**src/rtl/clock_time_set_ctrl.sv**
```systemverilog
// Time-set sequencer for the 24-hour clock: snapshot the running time, edit h/m/s
// with inc/dec buttons (with auto-repeat), then strobe Timeset to load the edited value.
module clock_time_set_ctrl #(
   parameter int LOAD_CYCLES   = 2,
   parameter int REPEAT_DELAY  = 8,
   parameter int REPEAT_PERIOD = 4
) (
   input  logic       clk_i,
   input  logic       reset_i,
   input  logic       mode_btn_i,
   input  logic       inc_btn_i,
   input  logic       dec_btn_i,
   input  logic       cancel_i,
   input  logic [4:0] cur_hour_i,
   input  logic [5:0] cur_min_i,
   input  logic [5:0] cur_sec_i,
   output logic       Timeset,
   output logic [4:0] Hourset,
   output logic [5:0] Minset,
   output logic [5:0] Secset,
   output logic [1:0] field_o,
   output logic       busy_o
);

   localparam int RPT_MAX = (REPEAT_DELAY > REPEAT_PERIOD) ? REPEAT_DELAY : REPEAT_PERIOD;
   localparam int RPT_W   = $clog2(RPT_MAX + 1);
   localparam int LD_W    = (LOAD_CYCLES > 1) ? $clog2(LOAD_CYCLES) : 1;

   typedef enum logic [2:0] {
      IDLE,
      SET_HR,
      SET_MIN,
      SET_SEC,
      LOAD
   } state_t;

   state_t            state_q, state_d;
   logic              mode_q, inc_q, dec_q, cancel_q;
   logic              mode_edge, inc_edge, dec_edge, cancel_edge;
   logic              both_high, in_set;
   logic [LD_W-1:0]   load_cnt_q, load_cnt_d;
   logic [RPT_W-1:0]  rpt_cnt_q, rpt_cnt_d, cnt_inc;
   logic              rpt_armed_q, rpt_armed_d;
   logic              rpt_phase_q, rpt_phase_d;
   logic              step_up, step_dn;
   logic [4:0]        hour_d;
   logic [5:0]        min_d, sec_d;

   assign mode_edge   = mode_btn_i & ~mode_q;
   assign inc_edge    = inc_btn_i  & ~inc_q;
   assign dec_edge    = dec_btn_i  & ~dec_q;
   assign cancel_edge = cancel_i   & ~cancel_q;
   assign both_high   = inc_btn_i & dec_btn_i;
   assign in_set      = (state_q == SET_HR) || (state_q == SET_MIN) || (state_q == SET_SEC);

   // Sequencing: cancel outranks mode; LOAD ignores every button until it times out.
   always_comb begin
      state_d    = state_q;
      load_cnt_d = load_cnt_q;
      case (state_q)
         IDLE:    if (mode_edge) state_d = SET_HR;
         SET_HR:  if (cancel_edge) state_d = IDLE; else if (mode_edge) state_d = SET_MIN;
         SET_MIN: if (cancel_edge) state_d = IDLE; else if (mode_edge) state_d = SET_SEC;
         SET_SEC: if (cancel_edge) state_d = IDLE; else if (mode_edge) state_d = LOAD;
         LOAD: begin
            if (load_cnt_q == LD_W'(LOAD_CYCLES - 1)) begin
               state_d    = IDLE;
               load_cnt_d = '0;
            end else begin
               load_cnt_d = load_cnt_q + 1'b1;
            end
         end
         default: state_d = IDLE;
      endcase
   end

   // Step generation: an edge steps immediately and arms the repeat timer; the timer
   // only runs while that one button stays held in the same editing state.
   always_comb begin
      step_up     = 1'b0;
      step_dn     = 1'b0;
      rpt_cnt_d   = rpt_cnt_q;
      rpt_armed_d = rpt_armed_q;
      rpt_phase_d = rpt_phase_q;
      cnt_inc     = rpt_cnt_q + 1'b1;
      if (!in_set || (state_d != state_q) || both_high || !(inc_btn_i || dec_btn_i)) begin
         rpt_cnt_d   = '0;
         rpt_armed_d = 1'b0;
         rpt_phase_d = 1'b0;
      end else if (inc_edge || dec_edge) begin
         step_up     = inc_edge;
         step_dn     = dec_edge;
         rpt_cnt_d   = '0;
         rpt_armed_d = 1'b1;
         rpt_phase_d = 1'b0;
      end else if (rpt_armed_q) begin
         if (!rpt_phase_q && (cnt_inc == RPT_W'(REPEAT_DELAY))) begin
            step_up     = inc_btn_i;
            step_dn     = dec_btn_i;
            rpt_cnt_d   = '0;
            rpt_phase_d = 1'b1;
         end else if (rpt_phase_q && (cnt_inc == RPT_W'(REPEAT_PERIOD))) begin
            step_up   = inc_btn_i;
            step_dn   = dec_btn_i;
            rpt_cnt_d = '0;
         end else begin
            rpt_cnt_d = cnt_inc;
         end
      end
   end

   // Field values: snapshot with range clamp on entry, wrap-around edits afterwards.
   always_comb begin
      hour_d = Hourset;
      min_d  = Minset;
      sec_d  = Secset;
      if ((state_q == IDLE) && mode_edge) begin
         hour_d = (cur_hour_i > 5'd23) ? 5'd0 : cur_hour_i;
         min_d  = (cur_min_i  > 6'd59) ? 6'd0 : cur_min_i;
         sec_d  = (cur_sec_i  > 6'd59) ? 6'd0 : cur_sec_i;
      end else begin
         case (state_q)
            SET_HR: begin
               if (step_up)      hour_d = (Hourset == 5'd23) ? 5'd0  : Hourset + 5'd1;
               else if (step_dn) hour_d = (Hourset == 5'd0)  ? 5'd23 : Hourset - 5'd1;
            end
            SET_MIN: begin
               if (step_up)      min_d = (Minset == 6'd59) ? 6'd0  : Minset + 6'd1;
               else if (step_dn) min_d = (Minset == 6'd0)  ? 6'd59 : Minset - 6'd1;
            end
            SET_SEC: begin
               if (step_up)      sec_d = (Secset == 6'd59) ? 6'd0  : Secset + 6'd1;
               else if (step_dn) sec_d = (Secset == 6'd0)  ? 6'd59 : Secset - 6'd1;
            end
            default: ;
         endcase
      end
   end

   always_comb begin
      field_o = 2'd0;
      case (state_q)
         SET_HR:  field_o = 2'd1;
         SET_MIN: field_o = 2'd2;
         SET_SEC: field_o = 2'd3;
         default: field_o = 2'd0;
      endcase
   end

   assign busy_o = (state_q != IDLE);

   // Button history resets to 1 so a button held through reset must be re-pressed.
   always_ff @(posedge clk_i) begin
      if (reset_i) begin
         state_q     <= IDLE;
         load_cnt_q  <= '0;
         rpt_cnt_q   <= '0;
         rpt_armed_q <= 1'b0;
         rpt_phase_q <= 1'b0;
         mode_q      <= 1'b1;
         inc_q       <= 1'b1;
         dec_q       <= 1'b1;
         cancel_q    <= 1'b1;
         Timeset     <= 1'b0;
         Hourset     <= 5'd0;
         Minset      <= 6'd0;
         Secset      <= 6'd0;
      end else begin
         state_q     <= state_d;
         load_cnt_q  <= load_cnt_d;
         rpt_cnt_q   <= rpt_cnt_d;
         rpt_armed_q <= rpt_armed_d;
         rpt_phase_q <= rpt_phase_d;
         mode_q      <= mode_btn_i;
         inc_q       <= inc_btn_i;
         dec_q       <= dec_btn_i;
         cancel_q    <= cancel_i;
         Timeset     <= (state_d == LOAD);
         Hourset     <= hour_d;
         Minset      <= min_d;
         Secset      <= sec_d;
      end
   end

endmodule
```
**config.mk**
```make
export PLATFORM = sky130hd
export DESIGN_NAME = clock_time_set_ctrl
export DESIGN_NICKNAME = d
export VERILOG_FILES = /design/src/rtl/clock_time_set_ctrl.sv
export SDC_FILE = /design/constraint.sdc
export NUM_CORES = 1
export LEC_CHECK = 0
export BUFFER_PORTS_ARGS = -buffer_cell sky130_fd_sc_hd__buf_2
export CAP_MARGIN = 25
export CORE_MARGIN = 1.5
export CORE_UTILIZATION = 60
export CTS_BUF_LIST = sky130_fd_sc_hd__clkbuf_4 sky130_fd_sc_hd__clkbuf_8 sky130_fd_sc_hd__clkbuf_16
export DETAILED_ROUTE_END_ITERATION = 7
export PLACE_DENSITY = 0.89
export SKIP_LAST_GASP = 1
export SYNTH_ARGS = -nofsm -noshare
export SYNTH_HDL_FRONTEND = slang
export SYNTH_SLANG_ARGS = --single-unit
```
**constraint.sdc**
```tcl
create_clock -name clk_i -period 5.09 [get_ports clk_i]
set_input_delay 0 -clock clk_i [delete_from_list [all_inputs] [get_ports clk_i]]
set_output_delay 0 -clock clk_i [all_outputs]
set_load 0.1 [all_outputs]
```
==> flow_summary_export.csv <==
group,metric,value,unit
clocking,worst_setup_hold_path_clk_slew,70,ps
worst_setup_path,highest_cell_delay_on_the_worst_timing_path,700,ps
synthesis,post_synth_inst_count,307,
global_route,grt_start_max_net_pins,31,
die,placeableCoreArea,3720,um2
synthesis,post_synth_instance_area,2360,um2
status,status,"finished, final reports clean",
worst_setup_path,setup.worst_path.start_class,"register",
clocking,clockBufferDepth,2,
global_route,grt_pass1_vias,2210,
synthesis,synth_cell_types,48,
timing,worst_slew_pin_slew,800,ps
detailed_routing,drt_iter0_markers,155,
detailed_routing,routed_wirelength,5910,um
die,dieArea,4320,um2
detailed_routing,via_per_inst,6.24,
placement,dp_hpwl,4010,um
synthesis,synth_compound_area_share,25.9,%
placement,place.detailed.instances,380,
die,floorplan.initialDensity,63.5,%
synthesis,post_synth.cell_area_avg,7.69,um2
timing,setup_violations,0,
synthesis,synthesis.yosys.warnings,0,
final_layout,final_cell_mix,"43 x sky130_fd_sc_hd__buf_2, 32 x sky130_fd_sc_hd__dfxtp_1, 26 x sky130_fd_sc_hd__nand2_1",
power_and_ir_drop,pwr_density_cell,243,nW/um2
power_and_ir_drop,power.leakage,1.06,nW
synthesis,yosys_register_bits,32,
timing,final_min_period_over_clock_period,66.2,%
timing,maxClockFrequency,297,MHz
timing,timing.setup.tns,0,ps
timing,timing.hold.ws,60.9,ps
clocking,cts.htree.levels,2,
min_path,hp-class,"primary input to register",
global_route,grt_util_met2,49.1,%
worst_setup_path,category_of_the_worst_setup_path_capture_point,"register",
synthesis,syn_nets,340,
worst_setup_path,timing.critical_path.required,5240,ps
synthesis,async_reset_ff_share,0,%
synthesis,synth_top_family_by_area,"simple AND/OR/NAND/NOR gates",
power_and_ir_drop,vdd_ir_drop_max,0.000165,V
placement,final_gp_congestion,0.853,
final_layout,area.growth.synth_to_final,14.4,%
synthesis,synthSimpleGateAreaFrac,27.0,%
die,pin_count,44,
clocking,cts_made_buffers,5,
final_layout,layout_commonest_cell,"sky130_fd_sc_hd__buf_2",
die,num_rows,22,
clocking,clk_latency,290,ps
worst_setup_path,cp_max_fo,17,
worst_setup_path,worstSetupPathType,"register to register",
clocking,tritoncts,"done",
die,fp.dieH,65.7,um
timing,finalMaxSlewViolations,0,
worst_setup_path,worst_path_max_delay_cell,"sky130_fd_sc_hd__o31ai_4",
clocking,post_cts_buffers,0,
timing,max-slew-margin-rel,46.7,%
final_layout,n_fill_cell,317,
detailed_routing,route.detailed.wl_per_inst,15.0,um
die,fp.dieW,65.7,um
final_layout,num_antenna_cells,0,
synthesis,synth-edff-count,0,
worst_setup_path,regToRegSetupSlack,1720,ps
worst_setup_path,critical_path.cell_chain,"ha_1 -> nor2b_1 -> a221oi_1 -> or3b_4 -> o31ai_4 -> buf_4 -> mux2_2 -> a221oi_1 -> nor3_1",
final_layout,utilization,72.6,%
timing,hold_viol_final,0,
global_route,grt_util_all_layers,28.4,%
timing,rsz0062_at_grt,"no",
clocking,clock_sink_count,32,
global_route,grtUsageMet3,4.97,%
timing,fin_crit,3370,ps
synthesis,synth_xor_xnor_area_share,4.45,%
synthesis,synth.yosys.seq_area_share,27.1,%
final_layout,finalNonFillerCells,393,
detailed_routing,remaining_drc_errors,0,
global_route,grt_busiest_layer,"met2",
run,maxcap_violations,0,
global_route,initial_antenna_violation_count,0,
timing,timing.clock.skew,4.75,ps
global_route,global_routing_met1_resource_utilization,32.7,%
global_route,grt_remaining_overflow,0,
detailed_routing,drt.antenna.violating_nets,0,
clocking,clock_tree_root_driver_cell,"sky130_fd_sc_hd__clkbuf_8",
synthesis,muxShareOfSynthArea,4.88,%
worst_setup_path,timing.critical_path.arrival,3530,ps
synthesis,synthFlopType,"sky130_fd_sc_hd__dfxtp_1",
synthesis,synth_fa_ha_area_share,5.30,%
final_layout,layout.nets,378,
detailed_routing,detailroute.via_count,2451,
placement,io_buffers,43,
global_route,grt_first_pass_wirelength,9620,um
final_layout,drive_above_1_share,19.1,%
worst_setup_path,crit_top_cell,"sky130_fd_sc_hd__a221oi_1",
detailed_routing,first_pass_iters,4,
==> metal layers <==
metal | part of all wire [%] | up-vias
met5 | 0 | -
met1 | 43 | 1133
met3 | 4.1 | 24
met4 | 3.4 | 0
li1 | - | 1215
met2 | 49 | 79
==> synth_stat cells (2+ instances only) <==
cell type                  instances  area [um2]
sky130_fd_sc_hd__a211oi_1          9        67.6
sky130_fd_sc_hd__a21oi_1          23         115
sky130_fd_sc_hd__a221oi_1         11        96.3
sky130_fd_sc_hd__a31oi_1           9        56.3
sky130_fd_sc_hd__a41oi_1           4        35.0
sky130_fd_sc_hd__and2_1            2        12.5
sky130_fd_sc_hd__and3_1            3        18.8
sky130_fd_sc_hd__buf_1             3        11.3
sky130_fd_sc_hd__clkbuf_1         14        52.6
sky130_fd_sc_hd__dfxtp_1          32         641
sky130_fd_sc_hd__ha_1             10         125
sky130_fd_sc_hd__inv_1            10        37.5
sky130_fd_sc_hd__mux2_2            4        45.0
sky130_fd_sc_hd__mux2i_1           7        70.1
sky130_fd_sc_hd__nand2_1          26        97.6
sky130_fd_sc_hd__nand2b_1          2        12.5
sky130_fd_sc_hd__nand3_1          12        60.1
sky130_fd_sc_hd__nand3b_1          3        22.5
sky130_fd_sc_hd__nand4_1           4        25.0
sky130_fd_sc_hd__nor2_1           24        90.1
sky130_fd_sc_hd__nor2b_1           8        50.1
sky130_fd_sc_hd__nor3_1           14        70.1
sky130_fd_sc_hd__nor3b_1           7        52.6
sky130_fd_sc_hd__nor4_1            3        18.8
sky130_fd_sc_hd__o211ai_1          9        67.6
sky130_fd_sc_hd__o21ai_0          13        65.1
sky130_fd_sc_hd__o21bai_1          2        15.0
sky130_fd_sc_hd__or2_2             5        31.3
sky130_fd_sc_hd__or3_1             5        31.3
sky130_fd_sc_hd__xnor2_1           7        61.3
sky130_fd_sc_hd__xor2_1            5        43.8
==> final timing paths <==
kind | from | endpoint | cells past startpoint
worst min register to register | load_cnt_q | load_cnt_q | 2
worst max-delay path | rpt_cnt_q[0] | Minset[5] | 9
worst min-delay path | cur_sec_i[4] | Secset[4] | 3
worst max register to register | rpt_cnt_q[0] | Minset[5] | 9
==> critical path: cells and delay by family (launching register included) <==
kind | cells | cell delay (ps)
compound gates | 3 | 1130
fa+ha+maj | 1 | 310
simple gates | 3 | 700
mux | 1 | 350
flops | 1 | 430
buf+inv | 1 | 310
==> power by group <==
group / switching [mW] / total, mW / internal (mW)
Sequential: 0.0186 / 0.279 / 0.260
Clock: 0.0917 / 0.190 / 0.0981
Combinational: 0.128 / 0.188 / 0.0596
Total: 0.238 / 0.656 / 0.418
==> final cells by class <==
type	instances	area [um2]	area share, %
Sequential cell	32	641	23.7
Clock inverter	1	5.00	0.185
Clock buffer	6	76.3	2.83
Timing Repair Buffer	51	285	10.6
Multi-Input combinational cell	245	1590	59.1
Inverter	10	37.5	1.39
Tap cell	48	60.1	2.23
==> cells by family after synthesis <==
group,Yosys count
mux,11
buf+inv,30
fa+ha+maj,10
flops,32
simple gates,123
compound gates,89
xor+xnor,12
==> flip-flops by register name (all words and copies together), names as in the netlist, 3 cells and up <==
register and cells:
rpt_cnt_q 4, Secset 6, Hourset 5, Minset 6, state_q 3
==> timing repair <==
item	in CTS	in global routing
resized for setup	0	0
endpoints found under the hold margin	5	0
hold buffers	5	0
==> stage by stage <==
step	worst slack, ps	total power [mW]	instance area (um2)
after CTS	1750	0.656	2690
after detailed placement	1760	0.465	2560
after global placement	1890	0.462	2560
after floorplan	2070	0.428	2360
final	1720	0.656	2700
after global routing	1510	0.688	2700
No activity file was read; power rests on OpenSTA's default activity.
